## src/rtl/frame_swap_sched.sv

```systemverilog
// -----------------------------------------------------------------------------
// frame_swap_sched
//
// Display buffer swap scheduler. Round-robin arbitration between NREQ render
// clients, each asking for "display buffer X". A grant raises buf_swap towards
// the timing generator for PULSE_LEN cycles, then the block waits for the
// frame to finish before acking the granted client and updating the front
// buffer index. Single clock domain (clk).
//
// Optional feature macro: SWAP_TIMEOUT_EN
//   defined   : WAIT-state watchdog of TIMEOUT cycles; an expired watchdog
//               retires the swap without changing front_idx and sets err.
//   undefined : WAIT waits indefinitely; err is tied low, err_clr unused.
//
// Ports
//   clk        in   clock
//   rst_n      in   asynchronous reset, active-low
//   swap_en    in   gates new grants only; a swap in progress completes
//   req        in   [NREQ]        per-client level request, held until ack
//   req_buf    in   [NREQ*BUF_W]  requested buffer index, client i at [i*BUF_W +: BUF_W]
//   frame_end  in   1-cycle frame-finished pulse (already in clk domain)
//   err_clr    in   clears err (watchdog build only)
//   buf_swap   out  swap request to the timing generator
//   ack        out  [NREQ]        1-cycle pulse to the client whose swap retired
//   owner      out  index of the client granted last / currently
//   busy       out  high in any state other than IDLE
//   front_idx  out  [BUF_W]       buffer currently displayed
//   err        out  sticky watchdog flag
// -----------------------------------------------------------------------------
module frame_swap_sched #(
  parameter int NREQ      = 2,
  parameter int BUF_W     = 2,
  parameter int PULSE_LEN = 4,
  parameter int TIMEOUT   = 1000000,
  parameter int TO_W      = 20
) (
  input  logic                      clk,
  input  logic                      rst_n,
  input  logic                      swap_en,
  input  logic [NREQ-1:0]           req,
  input  logic [NREQ*BUF_W-1:0]     req_buf,
  input  logic                      frame_end,
  input  logic                      err_clr,
  output logic                      buf_swap,
  output logic [NREQ-1:0]           ack,
  output logic [$clog2(NREQ)-1:0]   owner,
  output logic                      busy,
  output logic [BUF_W-1:0]          front_idx,
  output logic                      err
);

  localparam int OW  = $clog2(NREQ);
  localparam int PCW = $clog2(PULSE_LEN);

  typedef enum logic [1:0] {
    ST_IDLE  = 2'd0,
    ST_PULSE = 2'd1,
    ST_WAIT  = 2'd2
  } state_e;

  state_e             state_r, state_nxt_s;
  logic               buf_swap_r, buf_swap_nxt_s;
  logic               busy_r, busy_nxt_s;
  logic [OW-1:0]      owner_r, owner_nxt_s;
  logic [NREQ-1:0]    ack_r, ack_nxt_s;
  logic [BUF_W-1:0]   front_r, front_nxt_s;
  logic [BUF_W-1:0]   pend_r, pend_nxt_s;
  logic [OW-1:0]      rr_ptr_r, rr_ptr_nxt_s;
  logic [PCW-1:0]     pcnt_r, pcnt_nxt_s;

  // Arbitration helpers
  logic [2*NREQ-1:0]  req2_s;
  logic [NREQ-1:0]    req_rot_s;
  logic [OW-1:0]      off_s;
  logic [OW:0]        sum_s;
  logic [OW-1:0]      winner_s;
  logic [OW-1:0]      winner_inc_s;
  logic [BUF_W-1:0]   winner_buf_s;

`ifdef SWAP_TIMEOUT_EN
  logic [TO_W-1:0]    to_cnt_r, to_cnt_nxt_s;
  logic               err_r, err_nxt_s;
  logic               timeout_s;
`else
  logic               unused_err_clr_s;
  assign unused_err_clr_s = err_clr;
`endif

  // Rotate the request vector so that bit 0 is the client at the RR pointer;
  // the lowest set bit of the rotated vector is then the winner's offset.
  assign req2_s    = {req, req};
  assign req_rot_s = NREQ'(req2_s >> rr_ptr_r);

  // Priority search over the rotated request vector (lowest offset wins)
  always_comb begin
    off_s = {OW{1'b0}};
    for (int k = NREQ - 1; k >= 0; k--) begin
      if (req_rot_s[k]) begin
        off_s = OW'(k);
      end else begin
        off_s = off_s;
      end
    end
  end

  // Undo the rotation: winner = (rr_ptr + offset) mod NREQ, both operands < NREQ
  always_comb begin
    sum_s = {1'b0, rr_ptr_r} + {1'b0, off_s};
    if (sum_s >= (OW+1)'(NREQ)) begin
      winner_s = OW'(sum_s - (OW+1)'(NREQ));
    end else begin
      winner_s = OW'(sum_s);
    end
  end

  // Pointer after the winner and the winner's requested buffer index
  always_comb begin
    if (winner_s == OW'(NREQ - 1)) begin
      winner_inc_s = {OW{1'b0}};
    end else begin
      winner_inc_s = winner_s + OW'(1);
    end
    winner_buf_s = BUF_W'(req_buf >> (int'(winner_s) * BUF_W));
  end

  // Next-state and next-output logic for the IDLE -> PULSE -> WAIT sequence
  always_comb begin
    state_nxt_s    = state_r;
    buf_swap_nxt_s = buf_swap_r;
    busy_nxt_s     = busy_r;
    owner_nxt_s    = owner_r;
    ack_nxt_s      = {NREQ{1'b0}};
    front_nxt_s    = front_r;
    pend_nxt_s     = pend_r;
    rr_ptr_nxt_s   = rr_ptr_r;
    pcnt_nxt_s     = pcnt_r;
`ifdef SWAP_TIMEOUT_EN
    to_cnt_nxt_s   = to_cnt_r;
    timeout_s      = 1'b0;
`endif

    case (state_r)
      ST_IDLE: begin
        if (swap_en && (|req)) begin
          state_nxt_s    = ST_PULSE;
          buf_swap_nxt_s = 1'b1;
          busy_nxt_s     = 1'b1;
          owner_nxt_s    = winner_s;
          pend_nxt_s     = winner_buf_s;
          rr_ptr_nxt_s   = winner_inc_s;
          pcnt_nxt_s     = {PCW{1'b0}};
        end else begin
          state_nxt_s    = ST_IDLE;
          buf_swap_nxt_s = 1'b0;
          busy_nxt_s     = 1'b0;
        end
      end

      // frame_end seen here belongs to the frame before the swap: ignored
      ST_PULSE: begin
        if (pcnt_r == PCW'(PULSE_LEN - 1)) begin
          state_nxt_s    = ST_WAIT;
          buf_swap_nxt_s = 1'b0;
`ifdef SWAP_TIMEOUT_EN
          to_cnt_nxt_s   = {TO_W{1'b0}};
`endif
        end else begin
          pcnt_nxt_s     = pcnt_r + PCW'(1);
        end
      end

      ST_WAIT: begin
        if (frame_end) begin
          // Normal retire; frame_end takes precedence over a coincident timeout
          state_nxt_s = ST_IDLE;
          busy_nxt_s  = 1'b0;
          front_nxt_s = pend_r;
          ack_nxt_s   = {{(NREQ-1){1'b0}}, 1'b1} << owner_r;
        end
`ifdef SWAP_TIMEOUT_EN
        else if (to_cnt_r == TO_W'(TIMEOUT - 1)) begin
          // Watchdog retire: the client is released but the display is untouched
          state_nxt_s = ST_IDLE;
          busy_nxt_s  = 1'b0;
          ack_nxt_s   = {{(NREQ-1){1'b0}}, 1'b1} << owner_r;
          timeout_s   = 1'b1;
        end else begin
          to_cnt_nxt_s = to_cnt_r + TO_W'(1);
        end
`else
        else begin
          state_nxt_s = ST_WAIT;
        end
`endif
      end

      default: begin
        state_nxt_s    = ST_IDLE;
        buf_swap_nxt_s = 1'b0;
        busy_nxt_s     = 1'b0;
      end
    endcase
  end

`ifdef SWAP_TIMEOUT_EN
  // Sticky error flag; a clear request wins over a coincident new timeout
  always_comb begin
    if (err_clr) begin
      err_nxt_s = 1'b0;
    end else if (timeout_s) begin
      err_nxt_s = 1'b1;
    end else begin
      err_nxt_s = err_r;
    end
  end

  // Watchdog counter and error flag registers
  always_ff @(posedge clk or negedge rst_n) begin
    if (!rst_n) begin
      to_cnt_r <= {TO_W{1'b0}};
      err_r    <= 1'b0;
    end else begin
      to_cnt_r <= to_cnt_nxt_s;
      err_r    <= err_nxt_s;
    end
  end

  assign err = err_r;
`else
  assign err = 1'b0;
`endif

  // State and registered-output flops; reset aborts any swap with no ack
  always_ff @(posedge clk or negedge rst_n) begin
    if (!rst_n) begin
      state_r    <= ST_IDLE;
      buf_swap_r <= 1'b0;
      busy_r     <= 1'b0;
      owner_r    <= {OW{1'b0}};
      ack_r      <= {NREQ{1'b0}};
      front_r    <= {BUF_W{1'b0}};
      pend_r     <= {BUF_W{1'b0}};
      rr_ptr_r   <= {OW{1'b0}};
      pcnt_r     <= {PCW{1'b0}};
    end else begin
      state_r    <= state_nxt_s;
      buf_swap_r <= buf_swap_nxt_s;
      busy_r     <= busy_nxt_s;
      owner_r    <= owner_nxt_s;
      ack_r      <= ack_nxt_s;
      front_r    <= front_nxt_s;
      pend_r     <= pend_nxt_s;
      rr_ptr_r   <= rr_ptr_nxt_s;
      pcnt_r     <= pcnt_nxt_s;
    end
  end

  assign buf_swap  = buf_swap_r;
  assign busy      = busy_r;
  assign owner     = owner_r;
  assign ack       = ack_r;
  assign front_idx = front_r;

endmodule

```

## config.mk

```make
export PLATFORM = sky130hd
export DESIGN_NAME = frame_swap_sched
export DESIGN_NICKNAME = d
export VERILOG_FILES = /design/src/rtl/frame_swap_sched.sv
export SDC_FILE = /design/constraint.sdc
export NUM_CORES = 1
export LEC_CHECK = 0
export BUFFER_PORTS_ARGS = -buffer_cell sky130_fd_sc_hd__buf_2
export CAP_MARGIN = 10
export CORE_AREA = 2 2 39 41
export CTS_BUF_LIST = sky130_fd_sc_hd__clkbuf_8
export CTS_CLUSTER_DIAMETER = 80
export DETAILED_ROUTE_END_ITERATION = 6
export DIE_AREA = 0 0 41 43
export GPL_TIMING_DRIVEN = 0
export HOLD_SLACK_MARGIN = 0.02
export PLACE_DENSITY = 0.71
export SYNTH_ARGS = -nofsm -noshare
export SYNTH_HDL_FRONTEND = slang
export SYNTH_SLANG_ARGS = --single-unit
```

## constraint.sdc

```tcl
create_clock -name clk -period 1.8 [get_ports clk]
set_input_delay 0.27 -clock clk [delete_from_list [all_inputs] [get_ports clk]]
set_output_delay 0.27 -clock clk [all_outputs]
set_load 0.03 [all_outputs]
```

==> results.json <==
{
  "status": "complete, no violations",
  "die_area_um2": 1760,
  "grt-busiest-layer": "met2",
  "dp_hpwl_um": 733,
  "r2r_cells": 3,
  "nNetsFinal": 83,
  "cpMaxStageDelayCell": "dfrtp_1",
  "p_clk_share_pct": 23.7,
  "comb_power_share_pct": 36.1,
  "overflow": 0,
  "cp_num_buf_inv": 0,
  "core_um2": 1380,
  "cp.required_ns": 1.93,
  "p_int_mw": 0.822,
  "rsz0062_at_grt": "no",
  "yosysWarningCount": 0,
  "grt_util_met3_pct": 4.71,
  "ctsHtreeMaxLevel": 1,
  "ys_seq_area_share_pct": 59.4,
  "antenna_found_initial": 0,
  "min_path_type": "in -> reg",
  "viasPerCell": 5.02,
  "holdPathStages": 2,
  "p_seq_share_pct": 40.3,
  "layout_min_cycle_time_ns": 1.44,
  "cts.sink_count": 14,
  "final_cell_mix": "buf_2, dfrtp_1, nand2_1, mux2_2",
  "setup_viol": 0,
  "cts_made_buffers": 3,
  "tns_ns": 0,
  "grt_usage_pct": 13.1,
  "place_ws_ns": 0.353,
  "grt_pass1_wl_um": 1500,
  "ios": 19,
  "drv_slew": 0,
  "ant_nets": 0,
  "peakVddDrop_mv": 0.585,
  "clock-root-buffer": "clkbuf_8",
  "crit_family": "multiplexers",
  "fmax_mhz": 694,
  "cp_num_cells": 3,
  "power_switching_mw": 0.451,
  "remaining_drc_errors": 0,
  "ys_ff_latch": 14,
  "power.leakage_nw": 0.407,
  "cp-start-kind": "flop",
  "netlist_area_um2": 589,
  "grtUsageMet1_pct": 14.7,
  "areaGrowthSynthToFinish_pct": 28.0,
  "first_iter_violations": 6,
  "cts.path.max_buffers": 2,
  "gp_congestion": 0.678,
  "post-route-period-util_pct": 80.0,
  "hold_start": "frame_end",
  "yosysUniqueCellTypes": 17,
  "grt_pass1_vias": 384,
  "cts_tree": "done",
  "final.setup.worst_slack_ns": 0.359,
  "fillers": 121,
  "port_buffers": 16,
  "initial_core_util_pct": 42.6,
  "clock-skew-final_ns": 0.00127,
  "clkTransAtPathRegs_ns": 0.06,
  "wl_per_cell_um": 11.5,
  "syn_avg_cell_area_um2": 12.0,
  "worst-setup-path-type": "reg -> reg",
  "vias": 432,
  "max_stage_delay_ns": 0.38,
  "crit_path_end_kind": "flop",
  "swShare_pct": 35.4,
  "post-cts-setup-buffers": 0,
  "critical_path.startpoint": "rr_ptr_r",
  "cellPowerDensity_nw_per_um2": 1690,
  "path_max_fanout": 4,
  "syn_nets": 61,
  "hold_viol_final": 0,
  "drtPass1Iterations": 2,
  "final_common_cell": "buf_2",
  "route.final.wire_length_um": 989,
  "arrival_ns": 1.57,
  "r2r-start": "rr_ptr_r",
  "diodes": 0,
  "drive_gt1_share_pct": 40.0,
  "path_cells": "maj3_2 -> mux2_1 -> mux2_2",
  "syn_inst": 49,
  "grt_max_degree": 15,
  "clk_latency_ns": 0.24,
  "dieWidth_um": 41,
  "std_cell_rows": 14,
  "die_y_um": 43,
  "max-cap-violations": 0,
  "use_met2_pct": 20.0
}
-- Yosys cell counts, drive strengths merged --
| master | instances | area, um2 |
|---|---|---|
| dfrtp | 14 | 350 |
| o211ai | 1 | 12.5 |
| conb | 1 | 3.75 |
| nor2 | 2 | 7.51 |
| a21o | 1 | 7.51 |
| mux2 | 7 | 78.8 |
| maj3 | 1 | 11.3 |
| nor2b | 4 | 25.0 |
| o21ai | 4 | 20.0 |
| and3 | 1 | 6.26 |
| nand2 | 7 | 26.3 |
| nand3 | 2 | 10.0 |
| ha | 1 | 12.5 |
| buf | 1 | 7.51 |
| nand2b | 1 | 6.26 |
| inv | 1 | 3.75 |
-- timing repair --
item / CTS / global route
hold buffers: 1 / 0
gates resized for setup: 0 / 0
endpoints found under the hold margin: 14 / 0
-- worst reg2reg max path: cells and delay by family, from the launching register on --
family	cells	cell delay (ns)
adder cells (fa/ha/maj)	1	0.36
flip-flops	1	0.38
multiplexers	2	0.59
-- layout make-up --
| cell class | instances | area (um2) | area share, % |
|---|---|---|---|
| plain buffers | 1 | 7.51 | 0.995 |
| clock buffers | 4 | 55.1 | 7.30 |
| inverters | 1 | 3.75 | 0.498 |
| multi-input cells | 33 | 228 | 30.2 |
| flip-flops and latches | 14 | 350 | 46.4 |
| well taps | 16 | 20.0 | 2.65 |
| repair buffers | 17 | 90.1 | 11.9 |
-- path summary, 6_finish.rpt --
kind | endpoint | slack [ns]
max | pend_r[1] | 0.36
min | ack[1] | 0.30
max reg2reg | pend_r[1] | 0.36
min reg2reg | ack[0] | 0.47
max in group asynchronous | front_idx[0] | 1.12
min in group asynchronous | pcnt_r[1] | 0.45
-- power groups by stage --
stage / combinational, mW / clock, mW / sequential, mW
2_1_floorplan: 0.244 / 0 / 0.609
3_3_place_gp: 0.451 / 0 / 0.515
3_5_place_dp: 0.459 / 0 / 0.520
4_1_cts: 0.464 / 0.304 / 0.514
5_1_grt: 0.512 / 0.317 / 0.530
6_report: 0.459 / 0.301 / 0.513
-- kinds of logic (layout without fill, tap and decap cells) --
logic type / count (synthesis) / count (layout) / synth area share (%)
buf+inv: 2 / 23 / 1.91
other cells: 1 / 1 / 0.636
compound gates: 6 / 6 / 6.79
fa+ha+maj: 2 / 2 / 4.03
flops: 14 / 14 / 59.4
simple gates: 17 / 17 / 13.8
mux: 7 / 7 / 13.4
-- sequential cells by signal (all words and copies together) (netlist names) --
name	cells
pcnt_r	2
pend_r	2
owner	1
buf_swap	1
front_idx	2
rr_ptr_r	1
busy	1
ack	2
state_r	2
-- per-stage QoR --
stage	total power [mW]	utilization, %	std cells	cell area [um2]	hold slack, ns
global placement	0.966	49.8	81	689	0.178
global route	1.36	54.5	86	754	0.305
detailed placement	0.978	49.8	81	689	0.179
CTS	1.28	54.5	86	754	0.295
floorplan	0.852	-	49	589	-0.0256
finish	1.27	54.5	86	754	0.301
-- routing by layer --
| metal | share of wire, % | wire, um |
|---|---|---|
| met1 | 43 | 425 |
| met3 | 5.3 | 52 |
| met5 | 0 | 0 |
| met4 | 1.5 | 15 |
| met2 | 50 | 496 |
Power figures use the tool's default switching activity.
